[config.mk]
export PLATFORM = sky130hd
export DESIGN_NAME = motor_ramp_ctrl
export DESIGN_NICKNAME = d
export VERILOG_FILES = /design/src/rtl/motor_pkg.sv /design/src/rtl/motor_pwm_gen.sv /design/src/rtl/motor_ramp_ctrl.sv
export SDC_FILE = /design/constraint.sdc
export NUM_CORES = 1
export LEC_CHECK = 0
export ABC_AREA = 1
export CAP_MARGIN = 15
export CORE_MARGIN = 2
export CORE_UTILIZATION = 63
export DETAILED_ROUTE_END_ITERATION = 16
export PLACE_DENSITY = 0.95
export SETUP_SLACK_MARGIN = 0.1
export SLEW_MARGIN = 15
export SYNTH_ARGS = -nofsm -noshare
export SYNTH_HDL_FRONTEND = slang
export SYNTH_HIERARCHICAL = 1
export SYNTH_SLANG_ARGS = --single-unit
[constraint.sdc]
create_clock -name clk -period 6.25 [get_ports clk]
set_input_delay 1.25 -clock clk [delete_from_list [all_inputs] [get_ports clk]]
set_output_delay 1.25 -clock clk [all_outputs]
set_load 0.02 [all_outputs]
[src/rtl/motor_pkg.sv]
// Shared types for the H-bridge motor driver: FSM states, direction codes and
// the bridge-input decode used by the top level.
package motor_pkg;

  typedef enum logic [1:0] {
    ST_IDLE,
    ST_RUN,
    ST_DEAD,
    ST_FAULT
  } motor_state_e;

  localparam logic DIR_FWD = 1'b0;
  localparam logic DIR_REV = 1'b1;

  // Returns {IN1, IN2}; the two inputs are never driven high together.
  function automatic logic [1:0] bridge_drive(input logic i_active, input logic i_dir);
    logic [1:0] w_pins;
    w_pins = 2'b00;
    if (i_active) begin
      w_pins = (i_dir == DIR_FWD) ? 2'b10 : 2'b01;
    end
    return w_pins;
  endfunction

endpackage

[src/rtl/motor_pwm_gen.sv]
// PWM generator: free-running counter of period 2^PWM_W-1, duty shadowed at the
// period boundary so the output never glitches; i_clr drops the output at once.
module motor_pwm_gen #(
  parameter int unsigned PWM_W = 8
) (
  input  logic             clk,
  input  logic             rst_n,
  input  logic             i_clr,
  input  logic [PWM_W-1:0] i_duty,
  output logic             o_pwm
);

  // Counter stops one short of all-ones so that duty == all-ones means 100 %.
  localparam logic [PWM_W-1:0] CNT_LAST = ~PWM_W'(1);

  logic [PWM_W-1:0] r_cnt;
  logic [PWM_W-1:0] r_act;
  logic [PWM_W-1:0] w_act;
  logic             r_pwm;

  always_comb begin
    w_act = (r_cnt == '0) ? i_duty : r_act;
  end

  always_ff @(posedge clk or negedge rst_n) begin
    if (!rst_n) begin
      r_cnt <= '0;
      r_act <= '0;
      r_pwm <= 1'b0;
    end else begin
      r_cnt <= (r_cnt == CNT_LAST) ? '0 : r_cnt + PWM_W'(1);
      if (i_clr) begin
        r_act <= '0;
        r_pwm <= 1'b0;
      end else begin
        r_act <= w_act;
        r_pwm <= (r_cnt < w_act);
      end
    end
  end

  assign o_pwm = r_pwm;

endmodule

[src/rtl/motor_ramp_ctrl.sv]
// DC-motor H-bridge driver: soft-start/stop duty ramp, dead-time on reversal,
// PWM enable and a latched fire fault that needs an explicit clear.
module motor_ramp_ctrl
  import motor_pkg::*;
#(
  parameter int unsigned PWM_W    = 8,
  parameter int unsigned RAMP_DIV = 1000,
  parameter int unsigned DEAD_CYC = 50
) (
  input  logic             clk,
  input  logic             rst_n,
  input  logic             fire_n,
  input  logic             enable,
  input  logic             dir_req,
  input  logic [PWM_W-1:0] speed_req,
  input  logic             fault_clr,
  output logic             IN1,
  output logic             IN2,
  output logic             pwm_en,
  output logic             fault,
  output logic [PWM_W-1:0] duty_cur
);

  localparam int unsigned DIV_W  = (RAMP_DIV > 1) ? $clog2(RAMP_DIV) : 1;
  localparam int unsigned DEAD_W = (DEAD_CYC > 1) ? $clog2(DEAD_CYC) : 1;
  localparam logic [DIV_W-1:0]  DIV_LAST  = DIV_W'(RAMP_DIV - 1);
  localparam logic [DEAD_W-1:0] DEAD_LAST = DEAD_W'(DEAD_CYC - 1);

  motor_state_e      r_state;
  motor_state_e      w_state_nxt;
  logic              r_fire_meta;
  logic              r_fire_s;
  logic [DIV_W-1:0]  r_div;
  logic              w_tick;
  logic [PWM_W-1:0]  r_duty;
  logic [PWM_W-1:0]  w_duty_nxt;
  logic [PWM_W-1:0]  w_target;
  logic              r_dir;
  logic              w_dir_nxt;
  logic [DEAD_W-1:0] r_dead;
  logic [DEAD_W-1:0] w_dead_nxt;
  logic [1:0]        w_bridge;
  logic              w_pwm_clr;
  logic              r_in1;
  logic              r_in2;
  logic              r_fault;

  assign w_tick = (r_div == DIV_LAST);

  always_ff @(posedge clk or negedge rst_n) begin
    if (!rst_n) begin
      r_state <= ST_IDLE;
    end else begin
      r_state <= w_state_nxt;
    end
  end

  always_comb begin
    w_target    = (enable && (dir_req == r_dir)) ? speed_req : '0;
    w_state_nxt = r_state;
    w_duty_nxt  = r_duty;
    w_dir_nxt   = r_dir;
    w_dead_nxt  = r_dead;

    if (!r_fire_s) begin
      w_state_nxt = ST_FAULT;
      w_duty_nxt  = '0;
      w_dead_nxt  = '0;
    end else begin
      unique case (r_state)
        ST_IDLE: begin
          if (w_target != '0) begin
            w_state_nxt = ST_RUN;
          end else if (dir_req != r_dir) begin
            w_state_nxt = ST_DEAD;
          end
        end
        ST_RUN: begin
          if ((r_duty == '0) && (w_target == '0)) begin
            w_state_nxt = (dir_req != r_dir) ? ST_DEAD : ST_IDLE;
          end else if (w_tick) begin
            if (r_duty < w_target) begin
              w_duty_nxt = r_duty + PWM_W'(1);
            end else if (r_duty > w_target) begin
              w_duty_nxt = r_duty - PWM_W'(1);
            end
          end
        end
        ST_DEAD: begin
          // Direction is latched from whatever dir_req shows at the end of the gap.
          if (r_dead == DEAD_LAST) begin
            w_dead_nxt  = '0;
            w_dir_nxt   = dir_req;
            w_state_nxt = ST_IDLE;
          end else begin
            w_dead_nxt = r_dead + DEAD_W'(1);
          end
        end
        ST_FAULT: begin
          w_duty_nxt = '0;
          if (fault_clr) begin
            w_state_nxt = ST_IDLE;
          end
        end
        default: begin
          w_state_nxt = ST_IDLE;
        end
      endcase
    end

    // Outputs are registered from next-state values so they line up with the state.
    w_bridge  = bridge_drive((w_state_nxt == ST_RUN) && (w_duty_nxt != '0), w_dir_nxt);
    w_pwm_clr = (w_state_nxt == ST_FAULT);
  end

  always_ff @(posedge clk or negedge rst_n) begin
    if (!rst_n) begin
      // Synchroniser idles at "no fire" so reset release does not trip a fault.
      r_fire_meta <= 1'b1;
      r_fire_s    <= 1'b1;
      r_div       <= '0;
      r_duty      <= '0;
      r_dir       <= DIR_FWD;
      r_dead      <= '0;
      r_in1       <= 1'b0;
      r_in2       <= 1'b0;
      r_fault     <= 1'b0;
    end else begin
      r_fire_meta <= fire_n;
      r_fire_s    <= r_fire_meta;
      r_div       <= w_tick ? '0 : r_div + DIV_W'(1);
      r_duty      <= w_duty_nxt;
      r_dir       <= w_dir_nxt;
      r_dead      <= w_dead_nxt;
      r_in1       <= w_bridge[1];
      r_in2       <= w_bridge[0];
      r_fault     <= (w_state_nxt == ST_FAULT);
    end
  end

  motor_pwm_gen #(
    .PWM_W(PWM_W)
  ) u_pwm (
    .clk   (clk),
    .rst_n (rst_n),
    .i_clr (w_pwm_clr),
    .i_duty(r_duty),
    .o_pwm (pwm_en)
  );

  assign IN1      = r_in1;
  assign IN2      = r_in2;
  assign fault    = r_fault;
  assign duty_cur = r_duty;

endmodule
==> impl_metrics.yaml <==
global_routing:
  grt_pass1_vias: 2774
  overflow: 0
  grt_usage_pct: 27.5
  antenna_found_initial: 0
  grt_first_pass_wirelength_um: 11800
  grt_max_degree: 50
routing:
  wirelength_um: 6980
  drtAntennaViolNets: 0
  dr.pass1.iters: 4
  wire_per_inst_um: 13.5
  drt_iter0_markers: 279
  vias_per_cell: 5.51
  route.detailed.drc: 0
  num_vias: 2848
synth:
  syn_nets: 457
  yosysTopAreaCellShare_pct: 36.9
  synth_area_sq_um: 3180
  synthFlopType: "dfrtp_1"
  synth.avg_cell_area_sq_um: 7.58
  ys_ff_latch: 49
  yosysSeqAreaShare_pct: 38.6
  synth_top_cells_by_area: "dfrtp_1 (37%), nand2_1 (9.8%), ha_1 (9.0%), inv_1 (7.9%), nand3_1 (6.4%)"
  ys_warn_count: 6
  syn_inst: 420
  synth_top_area_cell: "dfrtp_1"
  synth_cell_types: 39
  synth_edf_count: 0
  ys_async_sr_fraction_pct: 100
cts:
  postCtsResizedCells: 0
  clk_latency_ps: 310
  cts_hold_buf: 0
  cts_htree_levels: 2
  root_buffer: "clkbuf_8"
  cts_sinks: 49
  cts_buffers: 5
  cts.clk_slew.worst_paths_ps: 90
  cts_tree: "done"
  post-cts-setup-buffers: 0
  clockBufferDepth: 2
sta:
  worstMarginPinSlew_ps: 599
  fin_crit_sh_pct: 62.0
  fin_tns_setup_ps: 0
  slew_viol_final: 0
  holdWs_ps: 347
  fin_crit_ps: 3870
  fin_skew_ps: 10.4
  setup_viol: 0
  fin_ws_ps: 2380
  fmax_ghz: 0.258
  maxSlewHeadroom_pct: 60.0
  rsz0062_at_grt: "false"
  hold_viol: 0
die:
  dieArea_sq_um: 5640
  start_util_pct: 66.5
  placementRows: 25
  die_h_um: 75.1
  io_pins: 26
  fp.dieW_um: 75.1
  core_sq_um: 4790
layout:
  antenna_cells: 0
  area.sequential_sq_um: 1230
  drive_above_1_share_pct: 8.22
  fill_cells: 350
  area_delta_synth_final_pct: 13.8
  nets: 486
  multi_input_area_sq_um: 1680
placement:
  place_congestion: 0.932
  pre_cts_slack_ps: 2120
  place.port_buffers: 25
  dp_hpwl_um: 5280
worst_hold_path:
  hp-class: "reg -> reg"
setup_path:
  arrival_ps: 4070
  worst_setup_path_end_kind: "register"
  path_max_fanout: 10
  worstSetupPathType: "in -> reg"
  critPathLaunchType: "primary input"
  worst_ep_required_time_ps: 6450
outcome:
  outcome: "finished, final reports clean"
pwr:
  ir_worst_vdd_mv: 0.143
  leakage_uw: 0.00186
  powerDensity_nw_per_um2: 181
flow_run:
  cap_viol_max_count: 0
==> Yosys cell counts (3+ instances only) <==
cell type  instances
o21ai_0            8
dfrtp_1           47
mux2i_1            7
nand2_2            7
a21oi_1           17
inv_1             67
nand2_4            3
nor2_2             4
o22ai_1            3
nand4_1            8
o211ai_1           4
nor3_1            13
xor2_1             3
nand2_1           83
o21ai_1            4
ha_1              23
nor2_4             3
nand3_1           41
nor2_1            50
==> cells by family (layout without fill, tap and decap cells) <==
group                    Yosys count  after routing  share of synthesized area, %
AND/OR/NAND/NOR                  220            220                          32.1
adder cells (fa/ha/maj)           23             23                          9.04
multiplexers                       7              7                          2.20
XOR/XNOR                           4              4                          1.10
AO/OA/AOI/OAI                     43             43                          8.17
buffers and inverters             74            104                          8.76
flip-flops                        49             49                          38.6
==> critical path, cell delays in order <==
cell	delay (ps)
clkdlybuf4s50_1	510
nand2_1	80
nand2_2	130
nand2_1	80
inv_1	150
nand2_1	80
ha_1	300
a21o_1	240
nor2_8	180
nand2_4	110
nand2_1	90
nand3_1	110
nor2_1	180
nand2_1	70
nand3_1	130
nand2_1	100
nor2_1	110
nand2_1	60
nand2_1	70
nor2_1	40
==> stage by stage <==
| step | utilization (%) | cells | power, uW | cell area (sq um) |
|---|---|---|---|---|
| 3_3_place_gp | 73.2 | 509 | 422 | 3500 |
| 3_5_place_dp | 73.2 | 509 | 426 | 3500 |
| 2_1_floorplan | - | 420 | 396 | 3180 |
| 6_report | 75.7 | 517 | 657 | 3620 |
| 4_1_cts | 75.7 | 517 | 662 | 3620 |
| 5_1_grt | 75.7 | 517 | 689 | 3620 |
==> report_power, final <==
part	total (uW)	internal, uW	switching, uW
Combinational	85.7	31.0	54.8
Sequential	335	325	10.2
Clock	237	130	106
==> routing by layer <==
metal	vias up	share of wire, %	global-route usage [%]
met5	-	0	0
met4	0	2.9	12.1
met3	21	4.4	4.42
met2	95	51	49.0
met1	1315	41	32.6
li1	1417	-	-
==> final timing paths <==
check,cells after the start,endpoint,slack (ps),startpoint
worst max register to register,20,IN2$_DFF_PN0_,3370,r_dir$_DFF_PN0_
worst max-delay path,20,IN2$_DFF_PN0_,2380,dir_req
min in group asynchronous,1,u_pwm/r_cnt[2]$_DFF_PN0_,940,rst_n
worst min register to register,0,r_fire_s$_DFF_PN1_,350,r_fire_meta$_DFF_PN1_
worst min-delay path,0,r_fire_s$_DFF_PN1_,350,r_fire_meta$_DFF_PN1_
max in group asynchronous,1,fault$_DFF_PN0_,4900,rst_n
==> area by class of cell <==
| type | instances | share of cell area (%) |
|---|---|---|
| Sequential cell | 49 | 33.9 |
| Inverter | 71 | 7.35 |
| Clock inverter | 2 | 1.04 |
| Timing Repair Buffer | 25 | 6.84 |
| Multi-Input combinational cell | 297 | 46.3 |
| Clock buffer | 6 | 2.28 |
| Tap cell | 67 | 2.31 |
==> cell usage in the layout (no fill, tap or decap), drive strengths merged, types with 2 or more instances in the layout <==
cell            n
a21oi          19
and3            2
clkbuf          6
clkdlybuf4s50  24
clkinv          2
dfrtp          47
dfstp           2
ha             23
inv            69
mux2i           7
nand2          93
nand3          41
nand4           8
nor2           58
nor3           13
o211ai          4
o21ai          13
o22ai           3
or2             2
xor2            3
==> state kept, by name (all words and copies together) (netlist names) <==
signal / cells
IN1: 1
r_dead: 6
IN2: 1
u_pwm/r_cnt: 8
r_fire_meta: 1
u_pwm/o_pwm: 1
r_dir: 1
r_fire_s: 1
fault: 1
r_state: 2
u_pwm/r_act: 8
duty_cur: 8
r_div: 10
Note: power is estimated with default switching activity, not from simulation.
